==> src/rtl/cmsdk_apb3_eg_master_pkg.sv <==
`default_nettype none
// ============================================================================
//  Module      : cmsdk_apb3_eg_master_pkg
//  Description : Shared definitions for the APB3 initiator. Holds the
//                transfer state encoding and the helper that sizes the
//                ACCESS-phase wait-state counter.
//  Revision    : 1.0 - initial release
// ============================================================================
package cmsdk_apb3_eg_master_pkg;

    // Transfer state encoding
    localparam logic [1:0] c_IDLE   = 2'd0;
    localparam logic [1:0] c_SETUP  = 2'd1;
    localparam logic [1:0] c_ACCESS = 2'd2;
    localparam logic [1:0] c_RESP   = 2'd3;

    // Counter must be able to represent TIMEOUT_CYCLES itself (its saturation
    // value); a disabled timeout still gets a 1-bit vector so no zero-width
    // signals appear anywhere.
    function automatic int timer_width(input int timeout_cycles);
        int w;
        w = $clog2(timeout_cycles + 1);
        if (w < 1) begin
            w = 1;
        end
        return w;
    endfunction

endpackage
`default_nettype wire

==> src/rtl/cmsdk_apb3_eg_master_timer.sv <==
`default_nettype none
// ============================================================================
//  Module      : cmsdk_apb3_eg_master_timer
//  Description : Saturating wait-state counter for the ACCESS phase.
//                o_expired is high while the count equals TIMEOUT_CYCLES-1,
//                i.e. on the last stalled ACCESS cycle allowed.
//                TIMEOUT_CYCLES = 0 removes the counter; o_expired is 0.
//  Ports       : clk        - clock
//                rst        - synchronous active-high reset
//                i_clear    - clear count (start of a transfer)
//                i_enable   - count one stalled ACCESS cycle
//                o_expired  - timeout limit reached
//  Revision    : 1.0 - initial release
// ============================================================================
module cmsdk_apb3_eg_master_timer
    import cmsdk_apb3_eg_master_pkg::*;
#(
    parameter int TIMEOUT_CYCLES = 256
) (
    input  logic clk,
    input  logic rst,
    input  logic i_clear,
    input  logic i_enable,
    output logic o_expired
);

    localparam int c_CNT_W = timer_width(TIMEOUT_CYCLES);

    generate
        if (TIMEOUT_CYCLES > 0) begin : g_timeout
            localparam logic [c_CNT_W-1:0] c_LAST = c_CNT_W'(TIMEOUT_CYCLES - 1);
            localparam logic [c_CNT_W-1:0] c_MAX  = c_CNT_W'(TIMEOUT_CYCLES);

            logic [c_CNT_W-1:0] r_count;

            always_ff @(posedge clk) begin
                if (rst || i_clear) begin
                    r_count <= '0;
                end else if (i_enable && (r_count != c_MAX)) begin
                    r_count <= r_count + 1'b1;
                end
            end

            assign o_expired = (r_count == c_LAST);
        end else begin : g_no_timeout
            logic w_unused;
            assign w_unused  = ^{clk, rst, i_clear, i_enable};
            assign o_expired = 1'b0;
        end
    endgenerate

endmodule
`default_nettype wire

==> src/rtl/cmsdk_apb3_eg_master.sv <==
`default_nettype none
// ============================================================================
//  Module      : cmsdk_apb3_eg_master
//  Description : APB3 initiator. Converts one valid/ready command into a
//                single APB3 transfer (SETUP then ACCESS with PREADY wait
//                states) and returns read data / error status on a
//                valid/ready response channel. One transfer outstanding.
//  Ports       : PCLK, PRESET          - clock, synchronous active-high reset
//                cmd_valid/cmd_ready   - command handshake
//                cmd_write/addr/wdata  - command payload
//                rsp_valid/rsp_ready   - response handshake
//                rsp_rdata/err/timeout - response payload
//                PSEL..PWDATA          - APB3 requester outputs
//                PRDATA/PREADY/PSLVERR - APB3 completer inputs
//  Revision    : 1.0 - initial release
// ============================================================================
module cmsdk_apb3_eg_master
    import cmsdk_apb3_eg_master_pkg::*;
#(
    parameter int ADDRWIDTH      = 12,
    parameter int TIMEOUT_CYCLES = 256
) (
    input  logic                 PCLK,
    input  logic                 PRESET,
    // command channel
    input  logic                 cmd_valid,
    output logic                 cmd_ready,
    input  logic                 cmd_write,
    input  logic [ADDRWIDTH-1:0] cmd_addr,
    input  logic [31:0]          cmd_wdata,
    // response channel
    output logic                 rsp_valid,
    input  logic                 rsp_ready,
    output logic [31:0]          rsp_rdata,
    output logic                 rsp_err,
    output logic                 rsp_timeout,
    // APB3 requester
    output logic                 PSEL,
    output logic                 PENABLE,
    output logic                 PWRITE,
    output logic [ADDRWIDTH-1:0] PADDR,
    output logic [31:0]          PWDATA,
    input  logic [31:0]          PRDATA,
    input  logic                 PREADY,
    input  logic                 PSLVERR
);

    logic [1:0]           r_state;
    logic                 r_psel;
    logic                 r_penable;
    logic                 r_pwrite;
    logic [ADDRWIDTH-1:0] r_paddr;
    logic [31:0]          r_pwdata;
    logic                 r_rsp_valid;
    logic [31:0]          r_rsp_rdata;
    logic                 r_rsp_err;
    logic                 r_rsp_timeout;

    logic                 w_timer_clear;
    logic                 w_timer_enable;
    logic                 w_expired;

    // Counter restarts during SETUP so every transfer gets the full budget;
    // it only advances on stalled ACCESS cycles.
    assign w_timer_clear  = (r_state == c_SETUP);
    assign w_timer_enable = (r_state == c_ACCESS) && !PREADY;

    cmsdk_apb3_eg_master_timer #(
        .TIMEOUT_CYCLES (TIMEOUT_CYCLES)
    ) u_timer (
        .clk       (PCLK),
        .rst       (PRESET),
        .i_clear   (w_timer_clear),
        .i_enable  (w_timer_enable),
        .o_expired (w_expired)
    );

    always_ff @(posedge PCLK) begin
        if (PRESET) begin
            r_state       <= c_IDLE;
            r_psel        <= 1'b0;
            r_penable     <= 1'b0;
            r_pwrite      <= 1'b0;
            r_paddr       <= '0;
            r_pwdata      <= '0;
            r_rsp_valid   <= 1'b0;
            r_rsp_rdata   <= '0;
            r_rsp_err     <= 1'b0;
            r_rsp_timeout <= 1'b0;
        end else begin
            case (r_state)
                c_IDLE: begin
                    // cmd_ready is high throughout IDLE
                    if (cmd_valid) begin
                        r_paddr   <= cmd_addr;
                        r_pwrite  <= cmd_write;
                        r_pwdata  <= cmd_write ? cmd_wdata : 32'h0;
                        r_psel    <= 1'b1;
                        r_penable <= 1'b0;
                        r_state   <= c_SETUP;
                    end
                end
                c_SETUP: begin
                    r_penable <= 1'b1;
                    r_state   <= c_ACCESS;
                end
                c_ACCESS: begin
                    // PREADY takes priority over a timeout in the same cycle
                    if (PREADY) begin
                        r_rsp_rdata   <= r_pwrite ? 32'h0 : PRDATA;
                        r_rsp_err     <= PSLVERR;
                        r_rsp_timeout <= 1'b0;
                        r_rsp_valid   <= 1'b1;
                        r_psel        <= 1'b0;
                        r_penable     <= 1'b0;
                        r_state       <= c_RESP;
                    end else if (w_expired) begin
                        r_rsp_rdata   <= 32'h0;
                        r_rsp_err     <= 1'b1;
                        r_rsp_timeout <= 1'b1;
                        r_rsp_valid   <= 1'b1;
                        r_psel        <= 1'b0;
                        r_penable     <= 1'b0;
                        r_state       <= c_RESP;
                    end
                end
                c_RESP: begin
                    if (rsp_ready) begin
                        r_rsp_valid <= 1'b0;
                        r_state     <= c_IDLE;
                    end
                end
                default: begin
                    r_state <= c_IDLE;
                end
            endcase
        end
    end

    assign cmd_ready   = (r_state == c_IDLE);

    assign PSEL        = r_psel;
    assign PENABLE     = r_penable;
    assign PWRITE      = r_pwrite;
    assign PADDR       = r_paddr;
    assign PWDATA      = r_pwdata;

    assign rsp_valid   = r_rsp_valid;
    assign rsp_rdata   = r_rsp_rdata;
    assign rsp_err     = r_rsp_err;
    assign rsp_timeout = r_rsp_timeout;

endmodule
`default_nettype wire

==> config.mk <==
export PLATFORM = sky130hd
export DESIGN_NAME = cmsdk_apb3_eg_master
export DESIGN_NICKNAME = d
export VERILOG_FILES = /design/src/rtl/cmsdk_apb3_eg_master_pkg.sv /design/src/rtl/cmsdk_apb3_eg_master_timer.sv /design/src/rtl/cmsdk_apb3_eg_master.sv
export SDC_FILE = /design/constraint.sdc
export NUM_CORES = 1
export LEC_CHECK = 0
export ABC_AREA = 1
export CAP_MARGIN = 20
export CORE_ASPECT_RATIO = 1.2
export CORE_MARGIN = 3
export CORE_UTILIZATION = 60
export DETAILED_ROUTE_END_ITERATION = 16
export DONT_BUFFER_PORTS = 1
export HOLD_SLACK_MARGIN = 0.1
export PLACE_DENSITY = 0.76
export SLEW_MARGIN = 0
export SYNTH_ARGS = -nofsm -noshare
export SYNTH_HDL_FRONTEND = slang
export SYNTH_SLANG_ARGS = --single-unit
==> constraint.sdc <==
create_clock -name PCLK -period 2.87 [get_ports PCLK]
set_clock_uncertainty 0.2 [all_clocks]
set_input_delay 0.4305 -clock PCLK [delete_from_list [all_inputs] [get_ports PCLK]]
set_output_delay 0.4305 -clock PCLK [all_outputs]
set_load 0.01 [all_outputs]
After elaboration in Yosys (flattened, before gate mapping):

Index checks and enable logic that the tools add are counted.

* output and inout port bits: 83
* word-level logic and storage cells: 56
* register bits after elaboration: 93
* bits of input ports: 83

* mux-type cells: 21
* eq/ne operators: 8
* add/subtract/negate cells: 1
* reductions and logical operators: 15

Operators with widths (number)
* $mux 32: 4
* $reduce_and 3->1: 4
* $add 9x1->9 const B: 1
* $eq 9x8->1 const B: 1
* $mux 1: 9
* $ne 9x9->1 const B: 1
* $mux 2: 4
* $pmux 2 s4: 1
* $reduce_bool 2->1: 3
* $eq 2x2->1 const B: 2
* $ne 2x2->1 const B: 2
* $pmux 1 s2: 2
* $reduce_and 2->1: 2
* $ne 3x2->1 const B: 1
* $pmux 1 s3: 1
* $reduce_bool 3->1: 1
* $eq 2x1->1 const B: 1
* $logic_and 1x1->1: 2
* $logic_not 2->1: 1
* $logic_not 1->1: 1
* $logic_or 1x1->1: 1

Depth between registers and ports, before layout:

Gate-level depths: netlist (run 1).

* depth after elaboration: 4
* mapped depth: 10
* gate-level depth less buffers: 10

Hierarchy:

A second synthesis (run 1) with hierarchy kept.

* cell total of the unflattened synthesis: 481
* area, all modules: 3751.1 um^2

By module, submodules not included
* cmsdk_apb3_eg_master: times used 1, sequential area each 1681.6 um^2, cells an instance 401, area each 3214.3 um^2
* cmsdk_apb3_eg_master_timer: times used 1, sequential area each 180.2 um^2, cells an instance 80, area each 536.8 um^2

Worst setup path after synthesis (run 1):

Ideal clock, no wire load.

* kind: register -> register
* start point: register u_timer.g_timeout.r_count[0]
* end point: register r_rsp_rdata[22] (netlist: rsp_rdata[22])
* cell stages (with the launch flop): 10
* arrival time: 1.555 ns
* library setup time: 0.070 ns
* slack: 1.044 ns
* period minus slack after synthesis: 1.826 ns
* required time: 2.600 ns
* buffers on the path: 1
* cell sequence: dfxtp_1 ha_1 nand3_1 nor4_1 ha_1 o21ai_2 inv_2 buf_4 nand3_1 a21oi_1

* cells in the longest elaborated chain, start to end: 3

RTL lines
* from (decl): line cmsdk_apb3_eg_master_timer.sv:34 `logic [c_CNT_W-1:0] r_count;`
* from (signal assigned): line cmsdk_apb3_eg_master_timer.sv:40 `r_count <= r_count + 1'b1;`
* $eq 9x8->1: line cmsdk_apb3_eg_master_timer.sv:44 `assign o_expired = (r_count == c_LAST);`
* $reduce_bool 2->1 (no line)
* $reduce_and 2->1 (no line)
* to (signal assigned): line cmsdk_apb3_eg_master.sv:110 `r_rsp_rdata <= r_pwrite ? 32'h0 : PRDATA;`
* to (decl): line cmsdk_apb3_eg_master.sv:55 `logic [31:0] r_rsp_rdata;`

Every way passes these cells.
A chain may end at the register's enable or synchronous reset.

Worst setup path in the final report (run 1):

* start point: register u_timer.g_timeout.r_count[0]
* end point: register r_rsp_rdata[14] (netlist: rsp_rdata[14])

The elaborated chain is that of the path after synthesis.

==> out/qor.yml, run 1 <==
seqPwrFrac_pct: 51.2
areaGrowthSynthToFinish_pct: 27.94
r2r-end: "rsp_rdata[14]"
synth_top_flop_cell: "dfxtp_1"
num_vias: 3429
synth_warnings: 0
outcome: "finished, final reports clean"
setup_tns_ns: 0
drtAntennaViolNets: 0
hold_viol_final: 0
dr.pass1.iters: 5
cts.clk_slew.worst_paths_ns: 0.09
criticalPathCategory: "reg -> reg"
critical_path.most_common_cell: "ha_1"
p_int_mw: 2.072
p_comb_share_pct: 24.0
critPathCaptureType: "flip-flop"
ys_seq_area_share_pct: 51.77
die_h_um: 90.81
wirelength_mm: 10.42
grt_pass1_wl_mm: 16.49
rsz0062_at_grt: "no"
syn_area_per_cell_um2: 7.700
synth_top_area_share_pct: 51.77
slew_headroom_pct: 63.98
ys_ff_latch: 93
min_period_ns: 2.690
grt_pass1_vias: 3359
diodes: 0
critPathArrivalTime_ns: 2.79
hpwl_mm: 5.963
grt_use_total_pct: 29.29
p_switching_mw: 1.183
antenna_found_initial: 0
worstMarginPinSlew_ns: 0.5396
fp-row-count: 30
cts_made_buffers: 9
min_to: "rsp_valid"
gr-total-overflow: 0
first_iter_violations: 281
die_area_um2: 6962
postCtsSetupBuffers: 0
synth_top_cell_by_area: "dfxtp_1"
clockPowerShare_pct: 24.8
cts_max_path_buffers: 2
slew_violations: 0
core_area_um2: 5743
clk_latency_ns: 0.35
fp.dieW_um: 76.67
mappedNetlistNets: 559
period_share_pct: 93.71
initial_core_util_pct: 62.61
synth_most_common_cell: "nand2_1"
setup_viol: 0
cp_cell_sequence: "ha_1, nand3_1, nor4_2, ha_1, o21ai_2, buf_4, nand2_1, a21oi_1, dlygate4sd3_1"
async_reset_ff_share_pct: 0
cts_tree: "built"
gp_congestion: 0.9079
r2r_cells: 9
grt_max_degree: 71
ios: 166
whs_ns: 0.1262
wl_per_cell_um: 16.77
synth_cell_types: 22
viasPerCell: 5.522
synth_edf_count: 0
htree_levels: 3
peakVddDrop_uv: 653.9
min_from: "rsp_ready"
synthesis.area_um2: 3596
switching_share_pct: 36.35
worstSetupStartpointType: "flip-flop"
power.density_nw_per_um2: 707.6
cp_max_fo: 32
holdPathStages: 3
critPathRequiredTime_ns: 2.97
rrSetupSlack_ns: 0.18
root_buffer: "clkbuf_8"
synthTopCellsByArea: "dfxtp_1 52%, nand2_1 13%, a21oi_1 11%"
hold_class: "in -> reg"
syn_inst: 467
maxCapViolations: 0
final_nets: 628
worst_r2r_startpoint: "u_timer.g_timeout.r_count[0]"
drive_gt1_share_pct: 5.915
max_freq_mhz: 371.8
slowest_delay_ns: 0.56
leakagePower_nw: 1.728
cp_slowest_cell: "dlygate4sd3_1"
synthTopCellsByCount: "126 x nand2_1, 93 x dfxtp_1, 76 x a21oi_1"
cts_sinks: 93
portBuffers: 0
remaining_drc_errors: 0
-- worst max-delay path: cells and delay by family, from the launching register on --
family	cells	cell delay [ns]
compound gates	2	0.38
flops	1	0.35
fa+ha+maj	2	0.46
simple gates	3	0.32
buf+inv	2	0.92
-- logic make-up after synthesis --
family	synth area share (%)
fa+ha+maj	3.132
xor+xnor	0.2436
simple gates	24.60
flops	51.77
buf+inv	6.611
compound gates	13.64
-- power by group through the flow --
stage	combinational [mW]	sequential, mW	clock (mW)
2_1_floorplan	0.569	1.65	0
3_3_place_gp	0.620	1.69	0
3_5_place_dp	0.636	1.69	0
4_1_cts	0.744	1.66	0.825
5_1_grt	0.882	1.68	0.868
6_report	0.781	1.67	0.808
-- through the flow --
stage	utilization [%]	area, um^2	setup slack (ns)	power (mW)	std cells
detailed placement	62.24	3575	0.5874	2.330	524
CTS	79.67	4576	0.1022	3.232	620
finish	80.11	4601	0.1805	3.255	621
floorplan	-	3596	1.044	2.216	467
global placement	62.24	3575	0.7123	2.307	524
global route	80.11	4601	0.02238	3.435	621
-- worst max path at each step --
stage / startpoint / endpoint / slack [ns] / cells past startpoint
finish: u_timer.g_timeout.r_count[0] / rsp_rdata[14] / 0.18 / 9
global route: u_timer.g_timeout.r_count[0] / rsp_rdata[14] / 0.02 / 9
CTS: u_timer.g_timeout.r_count[0] / rsp_rdata[14] / 0.10 / 9
detailed placement: u_timer.g_timeout.r_count[1] / rsp_rdata[31] / 0.59 / 8
global placement: u_timer.g_timeout.r_count[0] / rsp_valid / 0.71 / 8
floorplan: u_timer.g_timeout.r_count[0] / rsp_rdata[22] / 1.04 / 9
-- cells in the final DEF, fill, tap and decap left out --
cell             n
dlygate4sd3_1   79
buf_4            3
nor2_2           2
o21ai_0         19
clkinvlp_4       4
nand2_1        126
inv_1           20
nand3_1         43
nor2_1          38
inv_6            2
nand4_1          2
buf_16           1
o22ai_1          1
a21oi_1         76
o21ai_2          1
dfxtp_1         93
clkinv_2         1
xor2_1           1
nor4_2           1
bufinv_8         1
ha_1             9
clkbuf_8         9
inv_2            4
nor3_1           2
inv_8            1
nand2_2          2
-- registers in the layout, summed over array words and instances, names as in the netlist --
signal                     flops
rsp_rdata                     32
PWDATA                        32
PENABLE                        1
rsp_valid                      1
PWRITE                         1
r_state                        2
u_timer.g_timeout.r_count      9
rsp_err                        1
rsp_timeout                    1
PSEL                           1
PADDR                         12
-- routing by layer --
layer	vias to the layer above	GRT usage, %	share of wire [%]
met4	0	13.44	2.4
met5	-	0	0
met1	1557	32.80	37
li1	1651	-	-
met3	25	8.782	9.0
met2	196	50.58	51
-- area by class of cell --
class | count | area, um^2
flip-flops and latches | 93 | 1862
multi-input cells | 323 | 1503
fillers | 381 | 1142
repair buffers | 83 | 840.8
clock buffers | 9 | 123.9
inverters | 25 | 107.6
well taps | 80 | 100.1
clock inverters | 7 | 58.81
repair inverters | 1 | 5.005
-- repair_timing --
item / in CTS / in global routing
setup endpoints to repair: 0 / 1
hold endpoints to repair: 84 / 0
hold buffers: 80 / 0
gates resized for setup: 0 / 6
Power figures use the tool's default switching activity.
==> run 2, diff against run 1 <==
- GPL_TIMING_DRIVEN: unset -> 0
==> run 2 against run 1 <==
  * Final cell count up 3.1%
  * Die area did not move
  * Critical endpoint is now rsp_rdata[18]
  * Wire length is 3.4% higher
  * Critical path depth unchanged
  * Sequential share of layout area is 0.58 points lower
  * Clock power rose by 5.8%
  * First-iteration DRC count is 20% lower
  * Flip-flop and latch count is the same
  * Global-route usage increased by 1.7 points
  * Maximum frequency rose by 22%
  * Power rose by 3.0%
  * Utilization grew 1.2 points
==> out/qor.yml, run 2 (synthesis gave the netlist of run 1 again) <==
outcome: "finished, final reports clean"
fin_util_pct: 81.26  # +1.2 points
initial_core_util_pct: 62.61  # unchanged
rsz0062_at_grt: "no"
power.density_nw_per_um2: 718.8  # +1.6%
grt.met1_usage_pct: 31.58  # -1.2 points
setup_tns_ns: 0  # unchanged
dr.pass1.iters: 7  # +2
viasPerCell: 5.506  # -0.28%
hold_class: "in -> reg"
min_period_ns: 2.210  # -0.4798 ns
fill_cells: 370  # -2.9%
critPathCaptureType: "flip-flop"
grt_pass1_vias: 3511  # +4.5%
grt_max_degree: 15  # -79%
cts_made_buffers: 9  # unchanged
cp_cell_sequence: "ha_1, nand3_1, nor4_1, ha_1, o21ai_2, inv_2, buf_4, nand3_1, a21oi_1"
top_usage_layer: "met2"
remaining_drc_errors: 0  # unchanged
grt_pass1_wl_mm: 17.31  # +4.9%
use_met2_pct: 53.78  # +3.2 points
die_h_um: 90.81  # unchanged
slew_headroom_pct: 64.33  # +0.35 points
max_freq_mhz: 452.6  # +22%
dpl_cell_area_um2: 3696  # +3.4%
worstSetupStartpointType: "flip-flop"
wirelength_mm: 10.77  # +3.4%
seqCellArea_um2: 1862  # unchanged
p_comb_share_pct: 24.8  # +0.8 points
ios: 166  # unchanged
critPathArrivalTime_ns: 2.28  # -0.51 ns
criticalPathCategory: "reg -> reg"
setup_viol: 0  # unchanged
gr-total-overflow: 0  # unchanged
worstMarginPinSlew_ns: 0.5351  # -0.004513 ns
multi_input_area_um2: 1496  # -0.42%
critPathRequiredTime_ns: 2.94  # -0.03 ns
stdcell_area_um2: 4667  # +1.4%
seqPwrFrac_pct: 49.7  # -1.5 points
most-common-layout-cells: "126 x nand2_1, 93 x dfxtp_1, 78 x dlygate4sd3_1, 76 x a21oi_1, 43 x nand3_1"
drive_gt1_share_pct: 7.143  # +1.2 points
cp_max_fo: 10  # -69%
period_share_pct: 76.99  # -17 points
fp.dieW_um: 76.67  # unchanged
p_total_mw: 3.355  # +3.0%
peakVddDrop_uv: 500.8  # -23%
cp_slowest_cell: "dfxtp_1"
htree_levels: 3  # unchanged
root_buffer: "clkbuf_8"
die_area_um2: 6962  # unchanged
hpwl_mm: 6.681  # +12%
use_met3_pct: 12.77  # +4.0 points
cts_sinks: 93  # unchanged
cts_resized: 0  # unchanged
maxCapViolations: 0  # unchanged
clockPowerShare_pct: 25.5  # +0.7 points
wl_per_cell_um: 16.83  # +0.37%
antenna_found_initial: 0  # unchanged
num_vias: 3524  # +2.8%
drtAntennaViolNets: 0  # unchanged
gp_congestion: 0.8308  # -8.5%
core_area_um2: 5743  # unchanged
switching_share_pct: 34.61  # -1.7 points
p_int_mw: 2.194  # +5.9%
first_iter_violations: 225  # -20%
cts.clk_slew.worst_paths_ns: 0.08  # about the same
fp-row-count: 30  # unchanged
whs_ns: 0.1013  # -0.02489 ns
p_switching_mw: 1.161  # -1.9%
leakagePower_nw: 1.779  # +2.9%
slowest_delay_ns: 0.38  # -0.18 ns
mostFrequentLayoutCell: "nand2_1"
portBuffers: 0  # unchanged
grt_use_total_pct: 31.03  # +1.7 points
cts_tree: "built"
hold_viol_final: 0  # unchanged
slew_violations: 0  # unchanged
final_nets: 648  # +3.2%
cts_max_path_buffers: 2  # unchanged
clk_latency_ns: 0.35  # about the same
areaGrowthSynthToFinish_pct: 29.78
diodes: 0  # unchanged
run 2: cell types whose count changed in the layout (fill, tap and decap cells not counted), sizes merged:
cell,delta
clkinv,+2
inv,-2
clkbuf,+10
clkinvlp,-4
dlygate4sd3,-1
buf,+14
run 2: layout make-up:
class                      instances  share of cell area [%]
buffer                            26                   3.083
clock buffer                      11                   3.029
clock inverter                     4                   1.046
inverter                          25                   2.011
multi-input combinational        323                   32.06
sequential                        93                   39.89
tap                               80                   2.145
timing repair buffer              78                   16.73
run 2: stage by stage:
step,std cells,setup slack (ns)
global route,640,0.4532
floorplan,467,1.044
CTS,640,0.7042
detailed placement,547,0.7241
global placement,547,0.7576
finish,640,0.6603
run 2: metal layers:
layer  vias up  share of wire, %
li1       1701                 -
met1      1607                35
met2       180                51
met3        36                10
met4         0               3.8
met5         -                 0
run 2: worst max-delay path: cells and delay by family, from the launching register on:
| kind | cells | cell delay (ns) |
|---|---|---|
| and+or+nand+nor | 3 | 0.45 |
| adders and majority gates | 2 | 0.47 |
| AOI/OAI and AO/OA | 2 | 0.30 |
| DFF | 1 | 0.38 |
| buffers and inverters | 2 | 0.34 |
run 2: power by group through the flow:
stage / registers (mW) / clock network [mW] / logic (mW)
finish: 1.67 / 0.855 / 0.833
global route: 1.68 / 0.914 / 0.937
CTS: 1.66 / 0.858 / 0.807
detailed placement: 1.69 / 0 / 0.715
global placement: 1.69 / 0 / 0.685
floorplan: 1.65 / 0 / 0.569
run 2: worst paths after layout:
check	start	to	slack (ns)	cells after the start
setup / recovery	u_timer.g_timeout.r_count[1]	rsp_rdata[18]	0.66	9
hold / removal	PREADY	rsp_timeout	0.10	3
setup reg to reg	u_timer.g_timeout.r_count[1]	rsp_rdata[18]	0.66	9
hold reg to reg	u_timer.g_timeout.r_count[5]	u_timer.g_timeout.r_count[5]	0.30	2
run 2: what timing repair did:
| action | CTS | global route |
|---|---|---|
| endpoints found under the hold margin | 78 | 0 |
| hold buffers | 78 | 0 |
| buffers inserted | 0 | 0 |
==> run 3, diff against run 2 <==
- CORE_UTILIZATION: 60 -> 56
- PLACE_DENSITY: 0.76 -> 0.74
- clock period: 2.87 -> 1.95 ns (I/O delays scaled with it)
==> run 3 against run 2 <==
  * The flow now finishes with violations (setup timing)
  * Combinational power grew 82%
  * Sequential power grew 48%
  * Worst hold slack gained 0.13 ns
  * Critical endpoint is now rsp_rdata[15]
==> out/qor.yml, run 3 (synthesis gave the netlist of run 1 again) <==
slew_headroom_pct: 50.41  # -14 points
grt_pass1_wl_mm: 17.51  # +1.2%
cp_slowest_cell: "dfxtp_4"
num_vias: 3799  # +7.8%
mostFrequentLayoutCell: "nand2_1"
core_area_um2: 6128  # +6.7%
instances_no_fill: 657  # +2.7%
die_area_um2: 7423  # +6.6%
first_iter_violations: 239  # +6.2%
fill_cells: 316  # -15%
wl_per_cell_um: 19.22  # +14%
setup_viol: 34  # +34
maxCapViolations: 0  # unchanged
outcome: "finished with violations"
antenna_found_initial: 0  # unchanged
grt_pass1_vias: 3702  # +5.4%
grt_max_degree: 16  # +1
cp_cell_sequence: "ha_4, nand3_4, nor4_4, ha_2, o21ai_4, clkinv_4, buf_6, nand3_1, a21oi_1"
final_nets: 663  # +2.3%
critical_path_buf_inv_count: 2  # unchanged
gp_congestion: 0.8323  # +0.18%
clk_latency_ns: 0.36  # about the same
period_share_pct: 104.7  # +28 points
hpwl_mm: 6.639  # -0.63%
min_period_ns: 2.042  # -0.1678 ns
grt_use_total_pct: 30.10  # -0.93 points
peakVddDrop_uv: 784.9  # +57%
fp.dieW_um: 79.15  # +3.2%
viasPerCell: 5.782  # +5.0%
drive_gt1_share_pct: 20.35  # +13 points
cts_sinks: 93  # unchanged
rsz0062_at_grt: "yes"
critPathCaptureType: "flip-flop"
portBuffers: 0  # unchanged
cp_max_fo: 8  # -2
initial_core_util_pct: 58.68  # -3.9 points
critPathArrivalTime_ns: 2.05  # -0.23 ns
root_buffer: "clkbuf_8"
hold_class: "in -> reg"
diodes: 0  # unchanged
dpl_cell_area_um2: 3699  # about the same
criticalPathCategory: "reg -> reg"
worstMarginPinSlew_ns: 0.7438  # +0.2088 ns
cts.clk_slew.worst_paths_ns: 0.09  # about the same
cts_made_buffers: 9  # unchanged
max_freq_mhz: 489.7  # +8.2%
leakagePower_nw: 1.912  # +7.5%
areaGrowthSynthToFinish_pct: 44.43
die_h_um: 93.78  # +3.3%
critPathRequiredTime_ns: 1.96  # -0.98 ns
hold_viol_final: 0  # unchanged
setup_tns_ns: -1.648  # -1.648 ns
wirelength_mm: 12.63  # +17%
violations: "setup timing"
stdcell_area_um2: 5194  # +11%
crit_family: "compound AO/OA/AOI/OAI gates"
worstSetupStartpointType: "flip-flop"
cts_max_path_buffers: 2  # unchanged
power.density_nw_per_um2: 1064  # +48%
fp-row-count: 31  # +3.3%
most-common-layout-cells: "124 x nand2_1, 88 x dfxtp_1, 81 x dlygate4sd3_1, 55 x a21oi_1, 37 x nor2_1"
remaining_drc_errors: 0  # unchanged
htree_levels: 3  # unchanged
placed_cells: 549  # +0.37%
cts_tree: "built"
layout_setup_ws_ns: -0.09187  # -0.7522 ns
drtAntennaViolNets: 0  # unchanged
dr.pass1.iters: 7  # unchanged
gr-total-overflow: 0  # unchanged
slowest_delay_ns: 0.37  # about the same
ios: 166  # unchanged
slew_violations: 0  # unchanged
[run 3: final cells by class]
type | instances | area (um^2) | area share (%)
Sequential cell | 93 | 1871 | 36.02
Multi-Input combinational cell | 323 | 1802 | 34.69
Timing Repair Buffer | 93 | 919.6 | 17.71
Buffer | 26 | 162.7 | 3.132
Clock buffer | 9 | 123.9 | 2.385
Clock inverter | 6 | 111.4 | 2.144
Tap cell | 82 | 102.6 | 1.975
Inverter | 25 | 101.3 | 1.951
[run 3: worst reg2reg max path: stages, from the launching register on]
cell      delay (ns)
dfxtp_4         0.37
ha_4            0.17
nand3_4         0.09
nor4_4          0.04
ha_2            0.20
o21ai_4         0.30
clkinv_4        0.19
buf_6           0.18
nand3_1         0.08
a21oi_1         0.09
[run 3: final timing paths]
| kind | cells after the start | start | end | slack (ns) |
|---|---|---|---|---|
| setup / recovery | 9 | u_timer.g_timeout.r_count[1] | rsp_rdata[15] | -0.09 |
| hold / removal | 4 | PRESET | PADDR[1] | 0.23 |
| setup reg to reg | 9 | u_timer.g_timeout.r_count[1] | rsp_rdata[15] | -0.09 |
| hold reg to reg | 2 | u_timer.g_timeout.r_count[4] | u_timer.g_timeout.r_count[4] | 0.31 |
[run 3: what timing repair did]
item                                   in CTS  in global routing
endpoints found under the hold margin      83                  0
hold buffers                               81                  0
buffers inserted                            5                  4
pin swaps                                   9                  7
resized for setup                          35                 60
cloned                                      3                  0
setup endpoints to repair                  69                 85
[run 3: through the flow]
stage | worst slack (ns) | utilization (%) | power (mW) | hold slack (ns)
after floorplan | 0.1244 | - | 3.261 | 0.2352
after global placement | -0.1784 | 60.35 | 3.502 | 0.2377
after detailed placement | -0.3322 | 60.35 | 3.540 | 0.2427
after CTS | -0.05006 | 80.54 | 5.275 | 0.2142
after global routing | -0.1434 | 84.75 | 5.762 | 0.2564
final | -0.09187 | 84.75 | 5.528 | 0.2266
[run 3: metal layers]
layer	part of all wire, %	GRT usage (%)
met2	51	55.20
met1	34	31.22
met4	5.0	14.04
met3	10	8.541
met5	0	0
[run 3: power breakdown]
group	switching (mW)	internal [mW]	leakage, nW
combinational	0.916	0.604	1.04
clock	0.689	0.847	0.116
sequential	0.324	2.15	0.759
total	1.93	3.60	1.91
